File: src/rtl/pong_game_fsm_pkg.sv
// Shared encodings for the Pong engine: FSM state codes, winner codes, keypad codes
// and the five-zone bounce velocity table.
package pong_game_fsm_pkg;

  // state | meaning: IDLE waiting for start, SERVE ball held on server paddle,
  // PLAY ball in flight, PAUSE frozen awaiting resume, POINT freeze after a miss, GAME_OVER final.
  localparam logic [2:0] ST_IDLE      = 3'd0;
  localparam logic [2:0] ST_SERVE     = 3'd1;
  localparam logic [2:0] ST_PLAY      = 3'd2;
  localparam logic [2:0] ST_PAUSE     = 3'd3;
  localparam logic [2:0] ST_POINT     = 3'd4;
  localparam logic [2:0] ST_GAME_OVER = 3'd5;

  localparam logic [1:0] WIN_NONE = 2'b00;
  localparam logic [1:0] WIN_P1   = 2'b01;
  localparam logic [1:0] WIN_P2   = 2'b10;

  localparam logic [3:0] KEY_UP   = 4'd2;
  localparam logic [3:0] KEY_DOWN = 4'd8;

  typedef enum logic [1:0] {
    VDIR_KEEP = 2'd0,
    VDIR_UP   = 2'd1,
    VDIR_DOWN = 2'd2
  } vdir_t;

  typedef struct packed {
    logic [2:0] dx;
    logic [2:0] dy;
    vdir_t      vdir;
  } zone_vel_t;

  function automatic zone_vel_t zone_lookup(input logic [2:0] zone);
    zone_vel_t zv;
    case (zone)
      3'd0:    zv = '{dx: 3'd2, dy: 3'd2, vdir: VDIR_UP};
      3'd1:    zv = '{dx: 3'd3, dy: 3'd1, vdir: VDIR_UP};
      3'd3:    zv = '{dx: 3'd3, dy: 3'd1, vdir: VDIR_DOWN};
      3'd4:    zv = '{dx: 3'd2, dy: 3'd2, vdir: VDIR_DOWN};
      default: zv = '{dx: 3'd4, dy: 3'd0, vdir: VDIR_KEEP};
    endcase
    return zv;
  endfunction

endpackage

File: src/rtl/pong_game_fsm_paddle_ctrl.sv
// One paddle: moves by PADDLE_SPEED on enabled cycles, clamped to the playfield.
// The next-position output lets the serving ball follow the paddle in the same tick.
module pong_game_fsm_paddle_ctrl
  import pong_game_fsm_pkg::*;
#(
  parameter int FRAME_H      = 480,
  parameter int PADDLE_H     = 60,
  parameter int PADDLE_SPEED = 4
) (
  input  logic        clk,
  input  logic        reset_n,
  input  logic        en,
  input  logic [3:0]  keys,
  output logic [11:0] paddle_y,
  output logic [11:0] paddle_y_next
);

  localparam logic [11:0] Y_MAX = 12'(FRAME_H - PADDLE_H);
  localparam logic [11:0] Y_RST = 12'((FRAME_H - PADDLE_H) / 2);
  localparam logic [11:0] STEP  = 12'(PADDLE_SPEED);

  logic [11:0] y_q, y_d;

  always_comb begin
    y_d = y_q;
    if (en) begin
      if (keys == KEY_UP) begin
        y_d = (y_q < STEP) ? 12'd0 : y_q - STEP;
      end else if (keys == KEY_DOWN) begin
        y_d = (y_q > Y_MAX - STEP) ? Y_MAX : y_q + STEP;
      end
    end
  end

  always_ff @(posedge clk) begin
    if (!reset_n) y_q <= Y_RST;
    else          y_q <= y_d;
  end

  assign paddle_y      = y_q;
  assign paddle_y_next = y_d;

endmodule

File: src/rtl/pong_game_fsm.sv
// Pong engine: ball flight, wall and five-zone paddle bounces, scoring, serve/point
// delays, pause and game-over. Motion advances on tick; start and pause act on any cycle.
module pong_game_fsm
  import pong_game_fsm_pkg::*;
#(
  parameter int FRAME_W      = 640,
  parameter int FRAME_H      = 480,
  parameter int PADDLE_W     = 8,
  parameter int PADDLE_H     = 60,
  parameter int BALL_SIZE    = 8,
  parameter int P1_X         = 16,
  parameter int P2_X         = 616,
  parameter int PADDLE_SPEED = 4,
  parameter int SCORE_W      = 4,
  parameter int WIN_SCORE    = 7,
  parameter int SERVE_TICKS  = 60,
  parameter int POINT_TICKS  = 30
) (
  input  logic               CLOCK_25,
  input  logic               reset_n,
  input  logic               tick,
  input  logic               start,
  input  logic               pause,
  input  logic [3:0]         keys_1,
  input  logic [3:0]         keys_2,
  output logic [11:0]        ball_x,
  output logic [11:0]        ball_y,
  output logic [11:0]        paddle_1_y,
  output logic [11:0]        paddle_2_y,
  output logic [SCORE_W-1:0] score_1,
  output logic [SCORE_W-1:0] score_2,
  output logic [2:0]         state,
  output logic [1:0]         winner,
  output logic               point
);

  localparam logic signed [12:0] FACE_L    = 13'(P1_X + PADDLE_W);
  localparam logic signed [12:0] FACE_R    = 13'(P2_X - BALL_SIZE);
  localparam logic signed [12:0] BALL_YMAX = 13'(FRAME_H - BALL_SIZE);
  localparam logic signed [12:0] BALL_S    = 13'(BALL_SIZE);
  localparam logic signed [12:0] BALL_HALF = 13'(BALL_SIZE / 2);
  localparam logic signed [12:0] PAD_H     = 13'(PADDLE_H);
  localparam logic signed [12:0] BAND1     = 13'(PADDLE_H / 5);
  localparam logic signed [12:0] BAND2     = 13'(2 * (PADDLE_H / 5));
  localparam logic signed [12:0] BAND3     = 13'(3 * (PADDLE_H / 5));
  localparam logic signed [12:0] BAND4     = 13'(4 * (PADDLE_H / 5));
  localparam logic [11:0] SERVE_X_P1 = 12'(P1_X + PADDLE_W + 1);
  localparam logic [11:0] SERVE_X_P2 = 12'(P2_X - BALL_SIZE - 1);
  localparam logic [11:0] SERVE_OFS  = 12'(PADDLE_H / 2 - BALL_SIZE / 2);
  localparam logic [11:0] BALL_X_RST = 12'((FRAME_W - BALL_SIZE) / 2);
  localparam logic [11:0] BALL_Y_RST = 12'((FRAME_H - BALL_SIZE) / 2);
  localparam logic [15:0] SERVE_T    = 16'(SERVE_TICKS);
  localparam logic [15:0] POINT_T    = 16'(POINT_TICKS);
  localparam logic [SCORE_W-1:0] WIN = SCORE_W'(WIN_SCORE);
  localparam logic [SCORE_W-1:0] ONE = SCORE_W'(1);

  logic [2:0]         state_q, state_d, saved_q, saved_d;
  logic [11:0]        ball_x_q, ball_x_d, ball_y_q, ball_y_d;
  logic [2:0]         dx_q, dx_d, dy_q, dy_d;
  logic               dir_r_q, dir_r_d, dir_d_q, dir_d_d;
  logic               server_q, server_d;
  logic [15:0]        timer_q, timer_d;
  logic [SCORE_W-1:0] score_1_q, score_1_d, score_2_q, score_2_d;
  logic [1:0]         winner_q, winner_d;
  logic               point_q, point_d;

  logic        paddle_en;
  logic [11:0] p1_y, p1_y_nx, p2_y, p2_y_nx;
  logic [11:0] serve_x, serve_y_now, serve_y_next;

  assign paddle_en = tick && !start && !pause && (state_q == ST_SERVE || state_q == ST_PLAY);

  pong_game_fsm_paddle_ctrl #(
    .FRAME_H(FRAME_H), .PADDLE_H(PADDLE_H), .PADDLE_SPEED(PADDLE_SPEED)
  ) u_paddle_1 (
    .clk(CLOCK_25), .reset_n(reset_n), .en(paddle_en), .keys(keys_1),
    .paddle_y(p1_y), .paddle_y_next(p1_y_nx)
  );

  pong_game_fsm_paddle_ctrl #(
    .FRAME_H(FRAME_H), .PADDLE_H(PADDLE_H), .PADDLE_SPEED(PADDLE_SPEED)
  ) u_paddle_2 (
    .clk(CLOCK_25), .reset_n(reset_n), .en(paddle_en), .keys(keys_2),
    .paddle_y(p2_y), .paddle_y_next(p2_y_nx)
  );

  assign serve_x      = server_q ? SERVE_X_P2 : SERVE_X_P1;
  assign serve_y_now  = (server_q ? p2_y : p1_y) + SERVE_OFS;
  assign serve_y_next = (server_q ? p2_y_nx : p1_y_nx) + SERVE_OFS;

  // Ball step in 13-bit signed so a move past the top wall shows up as negative.
  logic signed [12:0] dx_s, dy_s, nx, ny, ny_c, pad_top, ctr_ofs;
  logic               wall_dir, cross_l, cross_r, overlap;
  logic [2:0]         zone;
  zone_vel_t          zv;

  assign dx_s = $signed({10'd0, dx_q});
  assign dy_s = $signed({10'd0, dy_q});

  always_comb begin
    nx = $signed({1'b0, ball_x_q}) + (dir_r_q ? dx_s : -dx_s);
    ny = $signed({1'b0, ball_y_q}) + (dir_d_q ? dy_s : -dy_s);
    ny_c     = ny;
    wall_dir = dir_d_q;
    if (ny < 13'sd0) begin
      ny_c     = 13'sd0;
      wall_dir = 1'b1;
    end else if (ny > BALL_YMAX) begin
      ny_c     = BALL_YMAX;
      wall_dir = 1'b0;
    end
    cross_l = !dir_r_q && (nx <= FACE_L);
    cross_r = dir_r_q && (nx >= FACE_R);
    pad_top = $signed({1'b0, cross_l ? p1_y : p2_y});
    overlap = (ny_c + BALL_S > pad_top) && (ny_c < pad_top + PAD_H);
    ctr_ofs = ny_c + BALL_HALF - pad_top;
    if      (ctr_ofs < BAND1) zone = 3'd0;
    else if (ctr_ofs < BAND2) zone = 3'd1;
    else if (ctr_ofs < BAND3) zone = 3'd2;
    else if (ctr_ofs < BAND4) zone = 3'd3;
    else                      zone = 3'd4;
    zv = zone_lookup(zone);
  end

  always_comb begin
    state_d   = state_q;
    saved_d   = saved_q;
    ball_x_d  = ball_x_q;
    ball_y_d  = ball_y_q;
    dx_d      = dx_q;
    dy_d      = dy_q;
    dir_r_d   = dir_r_q;
    dir_d_d   = dir_d_q;
    server_d  = server_q;
    timer_d   = timer_q;
    score_1_d = score_1_q;
    score_2_d = score_2_q;
    winner_d  = winner_q;
    point_d   = 1'b0;
    if (start) begin
      state_d   = ST_SERVE;
      timer_d   = SERVE_T;
      score_1_d = '0;
      score_2_d = '0;
      winner_d  = WIN_NONE;
      server_d  = 1'b0;
      ball_x_d  = SERVE_X_P1;
      ball_y_d  = p1_y + SERVE_OFS;
    end else if (pause && (state_q == ST_SERVE || state_q == ST_PLAY)) begin
      saved_d = state_q;
      state_d = ST_PAUSE;
    end else if (pause && state_q == ST_PAUSE) begin
      state_d = saved_q;
    end else if (tick) begin
      case (state_q)
        ST_SERVE: begin
          ball_x_d = serve_x;
          ball_y_d = serve_y_next;
          if (timer_q <= 16'd1) begin
            timer_d = '0;
            state_d = ST_PLAY;
            dx_d    = 3'd4;
            dy_d    = 3'd0;
            dir_r_d = !server_q;
            dir_d_d = 1'b0;
          end else begin
            timer_d = timer_q - 16'd1;
          end
        end
        ST_PLAY: begin
          ball_y_d = ny_c[11:0];
          dir_d_d  = wall_dir;
          ball_x_d = nx[11:0];
          if ((cross_l || cross_r) && overlap) begin
            ball_x_d = cross_l ? FACE_L[11:0] : FACE_R[11:0];
            dir_r_d  = cross_l;
            dx_d     = zv.dx;
            dy_d     = zv.dy;
            if (zv.vdir == VDIR_UP)        dir_d_d = 1'b0;
            else if (zv.vdir == VDIR_DOWN) dir_d_d = 1'b1;
          end else if (cross_l || cross_r) begin
            point_d = 1'b1;
            state_d = ST_POINT;
            timer_d = POINT_T;
            if (cross_l) begin
              if (score_2_q < WIN) score_2_d = score_2_q + ONE;
              server_d = 1'b0;
            end else begin
              if (score_1_q < WIN) score_1_d = score_1_q + ONE;
              server_d = 1'b1;
            end
          end
        end
        ST_POINT: begin
          if (timer_q <= 16'd1) begin
            timer_d = '0;
            if (score_1_q == WIN) begin
              state_d  = ST_GAME_OVER;
              winner_d = WIN_P1;
            end else if (score_2_q == WIN) begin
              state_d  = ST_GAME_OVER;
              winner_d = WIN_P2;
            end else begin
              state_d  = ST_SERVE;
              timer_d  = SERVE_T;
              ball_x_d = serve_x;
              ball_y_d = serve_y_now;
            end
          end else begin
            timer_d = timer_q - 16'd1;
          end
        end
        default: ;
      endcase
    end
  end

  always_ff @(posedge CLOCK_25) begin
    if (!reset_n) begin
      state_q   <= ST_IDLE;
      saved_q   <= ST_IDLE;
      ball_x_q  <= BALL_X_RST;
      ball_y_q  <= BALL_Y_RST;
      dx_q      <= 3'd4;
      dy_q      <= 3'd0;
      dir_r_q   <= 1'b1;
      dir_d_q   <= 1'b0;
      server_q  <= 1'b0;
      timer_q   <= '0;
      score_1_q <= '0;
      score_2_q <= '0;
      winner_q  <= WIN_NONE;
      point_q   <= 1'b0;
    end else begin
      state_q   <= state_d;
      saved_q   <= saved_d;
      ball_x_q  <= ball_x_d;
      ball_y_q  <= ball_y_d;
      dx_q      <= dx_d;
      dy_q      <= dy_d;
      dir_r_q   <= dir_r_d;
      dir_d_q   <= dir_d_d;
      server_q  <= server_d;
      timer_q   <= timer_d;
      score_1_q <= score_1_d;
      score_2_q <= score_2_d;
      winner_q  <= winner_d;
      point_q   <= point_d;
    end
  end

  assign ball_x     = ball_x_q;
  assign ball_y     = ball_y_q;
  assign paddle_1_y = p1_y;
  assign paddle_2_y = p2_y;
  assign score_1    = score_1_q;
  assign score_2    = score_2_q;
  assign state      = state_q;
  assign winner     = winner_q;
  assign point      = point_q;

endmodule

File: config.mk
export PLATFORM = sky130hd
export DESIGN_NAME = pong_game_fsm
export DESIGN_NICKNAME = d
export VERILOG_FILES = /design/src/rtl/pong_game_fsm_pkg.sv /design/src/rtl/pong_game_fsm_paddle_ctrl.sv /design/src/rtl/pong_game_fsm.sv
export SDC_FILE = /design/constraint.sdc
export NUM_CORES = 1
export LEC_CHECK = 0
export CAP_MARGIN = 20
export CORE_MARGIN = 8
export CORE_UTILIZATION = 40
export DETAILED_ROUTE_END_ITERATION = 12
export HOLD_SLACK_MARGIN = 0.15
export PLACE_DENSITY = 0.65
export SLEW_MARGIN = 30
export SYNTH_ARGS = -nofsm -noshare
export SYNTH_HDL_FRONTEND = slang
export SYNTH_SLANG_ARGS = --single-unit
File: constraint.sdc
create_clock -name CLOCK_25 -period 15.1 [get_ports CLOCK_25]
set_input_delay 1.51 -clock CLOCK_25 [delete_from_list [all_inputs] [get_ports CLOCK_25]]
set_output_delay 1.51 -clock CLOCK_25 [all_outputs]
set_load 0.01 [all_outputs]
==> results of run 1 <==
-- logic make-up (layout without fill, tap and decap cells) --
| logic type | count (synthesis) | count (layout) | synth area share |
|---|---|---|---|
| buffers and inverters | 101 | 139 | 0.0462 |
| multiplexers | 29 | 29 | 0.0339 |
| adder cells (fa/ha/maj) | 87 | 87 | 0.127 |
| flip-flops | 88 | 88 | 0.198 |
| other | 1 | 9 | 0.000421 |
| AO/OA/AOI/OAI | 367 | 367 | 0.287 |
| AND/OR/NAND/NOR | 445 | 445 | 0.253 |
| XOR/XNOR | 55 | 55 | 0.0550 |
-- final cells by class --
cell class,instances,area [um^2],share of cell area
flip-flops and latches,88,1760,0.173
clock inverters,6,73.8,0.00725
inverters,41,154,0.0151
repair buffers,82,801,0.0787
well taps,280,350,0.0344
clock buffers,10,239,0.0235
multi-input cells,992,6800,0.668
-- path summary, 6_finish.rpt --
check,end,cells after the start,start,slack (ns)
worst max-delay path,dx_q[1],26,dx_q[0],7.83
worst min-delay path,saved_q[2],2,saved_q[2],0.45
worst max register to register,dx_q[1],26,dx_q[0],7.83
worst min register to register,saved_q[2],2,saved_q[2],0.45
-- power breakdown --
part | leakage (nW) | switching [mW] | internal, mW | total (mW)
Sequential | 0.714 | 0.00770 | 0.237 | 0.244
Combinational | 2.95 | 0.0979 | 0.0615 | 0.159
Clock | 0.154 | 0.103 | 0.135 | 0.238
Total | 3.82 | 0.209 | 0.433 | 0.642
-- registers in the layout, summed over array words and instances (netlist names) --
name	cells
dir_d_q	1
u_paddle_1.paddle_y	12
timer_q	16
ball_y	12
winner	2
dx_q	3
state	3
dy_q	1
u_paddle_2.paddle_y	12
server_q	1
ball_x	12
score_2	4
point	1
saved_q	3
score_1	4
dir_r_q	1
-- cells in the mapped netlist, types with 7 or more instances --
master       n
nor2_1     123
nand2_1    101
a21oi_1     89
and3_1      13
o21ai_0     53
o31a_1       7
or2_2        7
o22ai_1     14
nand3_1     38
a31oi_1     20
nor4_1      13
xor2_1      23
nand2b_1    11
o21a_1      15
nor3_1      46
inv_1       40
nor3b_1      8
and2_1      10
o211ai_1    16
or3_1       17
xnor2_1     31
dfxtp_1     88
o31ai_1     15
nand4_1     12
a21o_1      17
clkbuf_1    46
ha_1        82
mux2i_1     23
o21ai_1     16
o2111ai_1   11
buf_2        8
-- worst max-delay path: cells and delay by family (launching register included) --
kind,cells,cell delay [ns]
buffers and inverters,2,0.37
xor gates and xnor gates,2,0.32
and+or+nand+nor,7,1.69
DFF,1,0.38
adders and majority gates,4,1.20
AOI/OAI and AO/OA,11,3.18
-- routing by layer --
metal / vias to the layer above / part of all wire / global-route usage / wire, um
met4: 0 / 0.024 / 0.0721 / 660
met2: 310 / 0.44 / 0.310 / 12200
met3: 44 / 0.069 / 0.0278 / 1910
li1: 4465 / - / - / -
met5: - / 0 / 0 / 0
met1: 4293 / 0.47 / 0.289 / 13000
-- metrics by stage --
stage	cell area (um^2)	hold slack, ns	setup WS [ns]
3_3_place_gp	9840	0.427	7.97
4_1_cts	10200	0.442	7.62
3_5_place_dp	9850	0.431	7.66
2_1_floorplan	8930	0.410	8.60
6_report	10200	0.445	7.83
5_1_grt	10200	0.458	7.29
==> reports/metrics.yaml, run 1 <==
critical_path:
  end_kind: "flop"
  cpPeakStageDelay_ns: 0.59
  required_ns: 15.35
  crit_slowest_cell: "a31oi_2"
  path_max_fanout: 15
  arrival_ns: 7.52
  start_kind: "flop"
  cpMostUsedCell: "ha_1"
  path_class: "flop to flop"
sta:
  rsz0062_at_grt: "no"
  max_freq_mhz: 138
  setup-violations-final: 0
  period_share: 0.481
  slew_violations: 0
  fin_setup_tns_ns: 0
  relSlewSlack: 0.375
  fin_crit_ns: 7.27
  worst_pin_slew_ns: 0.937
  fin_skew_ns: 0.00827
  finalHoldViolCount: 0
synthesis:
  synth-edff-count: 0
  synth_area_um2: 8900
  synth_top_area_share: 0.198
  syn_area_per_cell_um2: 7.59
  netlist_top_cells_area: "dfxtp_1 (20%), ha_1 (12%), nor2_1 (5.2%)"
  async_flop_share: 0
  synth_flop_cell: "dfxtp_1"
  ys_warn_count: 0
  yosysSeqAreaShare: 0.198
  ys_ff_latch: 88
  synth_cell_types: 97
  yosysTopAreaCell: "dfxtp_1"
  synth_cells: 1173
clock_tree:
  cts_max_path_buffers: 2
  post_cts_resized: 0
  cts_tree: "built"
  numCtsBuffers: 9
  htree_levels: 3
  cts_setup_buffers: 0
  ctsHoldBuffers: 0
  clk_pin_slew_ns: 0.07
  cts_root_buffer: "clkbuf_16"
  clk_latency_ns: 0.36
  cts.sinks: 88
placed_design:
  post-place-cells: 1483
  hpwl_mm: 21.1
  gp_congestion: 0.932
  place.port_buffers: 74
routing:
  wirelength_mm: 27.8
  detail-route-antenna-nets: 0
  drt_pass1_iterations: 5
  vias: 9112
  routed_via_density: 6.08
  wl_per_cell_um: 18.5
  drt_iter0_markers: 926
  post-route-drc-count: 0
power_and_ir_drop:
  p_per_area_nw_per_um2: 63.1
  total_power_mw: 0.642
  vdd_drop_max_uv: 53.4
  leakage_nw: 3.82
job:
  maxCapViolations: 0
cells_and_area:
  final_common_cell: "nor2_1"
  layout_common_cells: "nor2_1 (122), nand2_1 (100), a21oi_1 (89)"
  fillerInstances: 2152
  final_util: 0.466
  layout.nets: 1314
  area_delta_synth_final_pct: 14.4
  final_cells: 1499
  diodes: 0
  drive_above_1_share: 0.0705
die:
  start_util: 0.408
  num_rows: 54
  dieHeight_um: 165
  num_io_pins: 75
  die_width_um: 165
  die_area_um2: 27300
  fp.coreArea_um2: 21800
grt:
  antenna_found_initial: 0
  grt_pass1_vias: 8571
  grt_usage: 0.204
  grt_start_max_net_pins: 40
  grt_pass1_wl_mm: 45.3
  grt_overflow: 0
worst_hold_path:
  hold_class: "flop to flop"
status:
  status: "finished clean"
No activity file was read; power rests on OpenSTA's default activity.
==> run 2, diff against run 1 <==
clock period = 7 ns   (was 15.1 ns; I/O delays follow)
==> run 2 against run 1 <==
Power is 120% higher. Combinational power increased by 120%. Register-to-register slack got worse by 7.4 ns. Critical path type unchanged. Critical endpoint unchanged.
==> reports/metrics.yaml, run 2 (synthesis results as in run 1) <==
status:
  status: "finished clean"  # unchanged
die:
  fp.coreArea_um2: 21800  # unchanged
  dieHeight_um: 165  # unchanged
  die_area_um2: 27300  # unchanged
  start_util: 0.408  # unchanged
  num_rows: 54  # unchanged
  die_width_um: 165  # unchanged
  num_io_pins: 75  # unchanged
routing:
  detail-route-antenna-nets: 0  # unchanged
  wirelength_mm: 28.5  # was 27.8 mm
  drt_iter0_markers: 779  # was 926
  drt_pass1_iterations: 5  # unchanged
  post-route-drc-count: 0  # unchanged
  wl_per_cell_um: 18.8  # was 18.5 um
  vias: 9248  # was 9112
  routed_via_density: 6.12  # was 6.08
worst_hold_path:
  whs_endpoint: "saved_q[2]"  # unchanged
  hold_class: "flop to flop"  # unchanged
  min_path_cells: 2  # unchanged
  worstHoldStart: "saved_q[2]"  # unchanged
sta:
  fin_crit_ns: 6.55  # was 7.27 ns
  hold-worst-slack_ns: 0.442  # was 0.445 ns
  setup_slack_ns: 0.453  # was 7.83 ns
  finalHoldViolCount: 0  # unchanged
  max_freq_mhz: 153  # was 138 MHz
  fin_skew_ns: 0.0114  # was 0.00827 ns
  slew_violations: 0  # unchanged
  relSlewSlack: 0.347  # was 0.375
  worst_pin_slew_ns: 0.978  # was 0.937 ns
  setup-violations-final: 0  # unchanged
  period_share: 0.935  # was 0.481
power_and_ir_drop:
  leakage_nw: 3.89  # was 3.82 nW
  p_per_area_nw_per_um2: 139  # was 63.1 nW/um^2
  vdd_drop_max_uv: 91.8  # was 53.4 uV
  total_power_mw: 1.43  # was 0.642 mW
grt:
  antenna_found_initial: 0  # unchanged
  grt_start_max_net_pins: 40  # unchanged
  grt_usage: 0.209  # was 0.204
  grt_overflow: 0  # unchanged
  grt_pass1_wl_mm: 45.9  # was 45.3 mm
  grt_pass1_vias: 8622  # was 8571
cells_and_area:
  final_util: 0.473  # was 0.466
  drive_above_1_share: 0.0828  # was 0.0705
  diodes: 0  # unchanged
  fillerInstances: 2162  # was 2152
  layout.nets: 1327  # was 1314
  largest-register: "timer_q"  # unchanged
  layout_common_cells: "nor2_1 (122), nand2_1 (100), a21oi_1 (89)"  # unchanged
  final_cells: 1512  # was 1499
  area_delta_synth_final_pct: 15.9  # was 14.4%
  largest_reg_flops: 16  # unchanged
  final_common_cell: "nor2_1"  # unchanged
critical_path:
  required_ns: 7.25  # was 15.35 ns
  arrival_ns: 6.80  # was 7.52 ns
  start_kind: "flop"  # unchanged
  ff2ff_setup_slack_ns: 0.45  # was 7.83 ns
  crit_buf_inv: 2  # unchanged
  reg2reg_from: "dx_q[0]"  # unchanged
  cpMostUsedCell: "ha_1"  # unchanged
  r2r_cells: 26  # unchanged
  path_max_fanout: 6  # was 15
  end_kind: "flop"  # unchanged
  cpLargestDelayFamily: "compound AO/OA/AOI/OAI gates"  # unchanged
  r2r-end: "dx_q[1]"  # unchanged
  path_class: "flop to flop"  # unchanged
  cpPeakStageDelay_ns: 0.45  # was 0.59 ns
  crit_slowest_cell: "fa_1"  # was a31oi_2
clock_tree:
  cts_max_path_buffers: 2  # unchanged
  clk_latency_ns: 0.36  # about the same
  cts.sinks: 88  # unchanged
  ctsHoldBuffers: 0  # unchanged
  post_cts_resized: 0  # unchanged
  cts_setup_buffers: 0  # unchanged
  htree_levels: 3  # unchanged
  cts_root_buffer: "clkbuf_16"  # unchanged
  numCtsBuffers: 9  # unchanged
  cts_tree: "built"  # unchanged
  clk_pin_slew_ns: 0.07  # about the same
placed_design:
  gp_congestion: 0.919  # was 0.932
  post-place-cells: 1496  # was 1483
  hpwl_mm: 21.5  # was 21.1 mm
  pre_cts_slack_ns: 0.280  # was 7.66 ns
  place.port_buffers: 74  # unchanged
job:
  maxCapViolations: 0  # unchanged
run 2: layout make-up:
cell class	count	area, um^2	share of cell area
Timing Repair Buffer	95	898	0.0871
Sequential cell	88	1760	0.171
Tap cell	280	350	0.0340
Clock buffer	10	239	0.0232
Multi-Input combinational cell	992	6820	0.661
Inverter	41	154	0.0149
Clock inverter	6	97.6	0.00946
run 2: through the flow:
stage	instance area, um^2	setup TNS, ns
finish	10300	0
detailed placement	9940	0
global placement	9940	0
global route	10300	-0.0990
CTS	10300	0
floorplan	8930	0
run 2: worst reg2reg max path, delay by kind of cell (launching register included):
family,cells,cell delay (ns)
flops,1,0.37
compound gates,13,3.08
fa+ha+maj,5,1.64
simple gates,5,0.98
xor+xnor,1,0.15
buf+inv,2,0.21
run 2: how the worst max path moves through the flow:
stage	startpoint	endpoint	slack [ns]	cells after the start
floorplan	dx_q[0]	dx_q[1]	0.50	27
CTS	dx_q[0]	dx_q[1]	0.26	26
global placement	dx_q[0]	dx_q[1]	0.44	26
detailed placement	dx_q[0]	dx_q[1]	0.28	26
global route	dx_q[0]	dx_q[1]	-0.05	26
finish	dx_q[0]	dx_q[1]	0.45	26
run 2: power by group:
part           switching [mW]  internal [mW]  total [mW]  leakage (nW)
Sequential             0.0169          0.511       0.527         0.714
Combinational           0.213          0.136       0.350          3.01
Clock                   0.229          0.329       0.558         0.166
Total                   0.459          0.976        1.43          3.89
run 2: metal layers:
layer / vias to the layer above / part of all wire / track usage
li1: 4496 / - / -
met1: 4371 / 0.46 / 0.287
met2: 332 / 0.45 / 0.324
met3: 49 / 0.069 / 0.0275
met4: 0 / 0.026 / 0.0807
met5: - / 0 / 0
==> run 3, diff against run 2 <==
PLACE_DENSITY = 0.67   (was 0.65)
clock period = 5.4 ns   (was 7 ns; I/O delays follow)
==> run 3 against run 2 <==
Clock skew about the same. Critical path type unchanged. Highest routed layer unchanged. Global-route usage up 1.8 points. Sequential share of layout area down 3.3 points. Die area unchanged. Clock power up 22%. Core utilization up 11 points. Non-clock buffer count up 200. Routed wire length up 13%. Sequential power up 29%. Largest cell class unchanged. The run now ends with setup timing left. Critical endpoint is now dir_d_q. Clock-buffer cell count down 1.
==> reports/metrics.yaml, run 3 (synthesis results as in run 1) <==
sta:
  fin_skew_ns: 0.0113  # was 0.0114 ns
  period_share: 1.07  # was 0.935
  setup-violations-final: 43  # was 0
  relSlewSlack: 0.384  # was 0.347
  worst_pin_slew_ns: 0.924  # was 0.978 ns
  slew_violations: 0  # unchanged
  fin_crit_ns: 5.78  # was 6.55 ns
  rsz0062_at_grt: "yes"
  setup_slack_ns: -0.385  # was 0.453 ns
  max_freq_mhz: 173  # was 153 MHz
  finalHoldViolCount: 0  # unchanged
die:
  die_width_um: 165  # unchanged
  num_rows: 54  # unchanged
  fp.coreArea_um2: 21800  # unchanged
  dieHeight_um: 165  # unchanged
  die_area_um2: 27300  # unchanged
  start_util: 0.408  # unchanged
  num_io_pins: 75  # unchanged
power_and_ir_drop:
  seq_power_share: 0.335  # was 0.368
  switching_share: 0.340  # was 0.320
  intPower_mw: 1.34  # was 0.976 mW
  leakage_nw: 5.01  # was 3.89 nW
  power_frac_comb: 0.331  # was 0.244
  total_power_mw: 2.04  # was 1.43 mW
  p_switching_mw: 0.692  # was 0.459 mW
  p_per_area_nw_per_um2: 159  # was 139 nW/um^2
  vdd_drop_max_uv: 146  # was 91.8 uV
  pwr-share-clk: 0.334  # was 0.389
placed_design:
  hpwl_mm: 23.6  # was 21.5 mm
  place.port_buffers: 74  # unchanged
  dpl_cell_area_um2: 11200  # was 9940 um^2
  gp_congestion: 0.947  # was 0.919
clock_tree:
  cts.sinks: 88  # unchanged
  ctsHoldBuffers: 0  # unchanged
  cts_max_path_buffers: 2  # unchanged
  numCtsBuffers: 9  # unchanged
  htree_levels: 3  # unchanged
  clk_latency_ns: 0.37  # was 0.36 ns
  cts_root_buffer: "clkbuf_16"  # unchanged
  cts_tree: "built"  # unchanged
  clk_pin_slew_ns: 0.07  # about the same
cells_and_area:
  largest_reg_flops: 16  # unchanged
  final_common_cell: "buf_4"  # was nor2_1
  seq_area_um2: 1770  # was 1760 um^2
  diodes: 0  # unchanged
  drive_above_1_share: 0.301  # was 0.0828
  layout_common_cells: "buf_4 (191), nor2_1 (114), nand2_1 (96)"  # was nor2_1 (122), nand2_1 (100), a21oi_1 (89)
  layout.nets: 1527  # was 1327
  fillerInstances: 1917  # was 2162
  largest-register: "timer_q"  # unchanged
  area_delta_synth_final_pct: 43.9  # was 15.9%
  multi_input_area_um2: 7680  # was 6820 um^2
  stdcell_area_um2: 12800  # was 10300 um^2
routing:
  detail-route-antenna-nets: 0  # unchanged
  vias: 10300  # was 9248
  drt_iter0_markers: 966  # was 779
  wl_per_cell_um: 18.8  # about the same
  wirelength_mm: 32.2  # was 28.5 mm
  post-route-drc-count: 0  # unchanged
  routed_via_density: 6.01  # was 6.12
  drt_pass1_iterations: 5  # unchanged
grt:
  antenna_found_initial: 0  # unchanged
  grt_pass1_vias: 9555  # was 8622
  grt_pass1_wl_mm: 49.9  # was 45.9 mm
  grt_usage: 0.226  # was 0.209
  grt_start_max_net_pins: 30  # was 40
  globalRoute.busiestLayer: "met2"  # unchanged
  met3_usage: 0.0357  # was 0.0275
  met2_usage: 0.353  # was 0.324
  grt_use_met1: 0.309  # was 0.287
  grt_overflow: 0  # unchanged
job:
  maxCapViolations: 0  # unchanged
critical_path:
  arrival_ns: 6.04  # was 6.80 ns
  path_class: "flop to flop"  # unchanged
  cpMostUsedCell: "ha_4"  # was ha_1
  required_ns: 5.65  # was 7.25 ns
  cpPeakStageDelay_ns: 0.49  # was 0.45 ns
  path_max_fanout: 6  # unchanged
  start_kind: "flop"  # unchanged
  end_kind: "flop"  # unchanged
  crit_buf_inv: 7  # was 2
  cpLargestDelayFamily: "compound AO/OA/AOI/OAI gates"  # unchanged
  crit_slowest_cell: "a2111o_1"  # was fa_1
status:
  status: "finished with violations"  # was finished clean
  violations: "setup timing"
worst_hold_path:
  hold_class: "flop to flop"  # unchanged
run 3: cell types whose count changed in the layout (fill, tap and decap cells not counted), sizes merged:
cell	previous run	this run
clkinv	2	3
clkbuf	10	9
clkinvlp	0	1
buf	21	221
bufinv	2	1
run 3: area by class of cell:
class / count / area share
Multi-Input combinational cell: 992 / 0.599
Timing Repair Buffer: 295 / 0.198
Sequential cell: 88 / 0.138
Tap cell: 280 / 0.0274
Clock buffer: 9 / 0.0176
Inverter: 41 / 0.0128
Clock inverter: 7 / 0.00674
run 3: metrics by stage:
step	setup TNS (ns)	hold slack [ns]	std cells	setup WS [ns]	utilization
5_1_grt	-14.90	0.453	1712	-0.610	0.587
3_3_place_gp	-16.09	0.424	1644	-0.528	0.515
3_5_place_dp	-22.46	0.427	1644	-0.672	0.515
2_1_floorplan	-2.27	0.410	1181	-0.500	-
6_report	-6.79	0.438	1712	-0.385	0.587
4_1_cts	-2.79	0.437	1680	-0.323	0.554
run 3: power groups by stage:
stage          clock network, mW  logic [mW]  registers, mW
2_1_floorplan                  0       0.338          0.691
3_3_place_gp                   0       0.539          0.695
3_5_place_dp                   0       0.546          0.695
4_1_cts                    0.684       0.601          0.681
5_1_grt                    0.709       0.728          0.683
6_report                   0.680       0.675          0.682
run 3: timing repair:
action                                  CTS  global route
setup buffers                            22            35
endpoints found under the setup margin   47            47
pin swaps                                47            55
gates resized for setup                  90            95
run 3: layer usage:
| metal | vias to the layer above | share of wire | wire, um |
|---|---|---|---|
| li1 | 4898 | - | - |
| met1 | 4915 | 0.45 | 14400 |
| met2 | 409 | 0.45 | 14600 |
| met3 | 60 | 0.070 | 2260 |
| met4 | 0 | 0.027 | 875 |
| met5 | - | 0 | 0 |
run 3: path summary, 6_finish.rpt:
kind,from,cells past startpoint,end,slack [ns]
max,dx_q[0],29,dir_d_q,-0.38
min,saved_q[2],2,saved_q[2],0.44
max reg2reg,dx_q[0],29,dir_d_q,-0.38
min reg2reg,saved_q[2],2,saved_q[2],0.44
run 3: worst register-to-register path: cells and delay by family, from the launching register on:
| family | cells | cell delay, ns |
|---|---|---|
| AOI/OAI and AO/OA | 12 | 2.31 |
| adders and majority gates | 4 | 0.98 |
| buffers and inverters | 7 | 0.89 |
| and+or+nand+nor | 4 | 0.69 |
| DFF | 1 | 0.36 |
| muxes | 1 | 0.28 |
| xor gates and xnor gates | 1 | 0.18 |
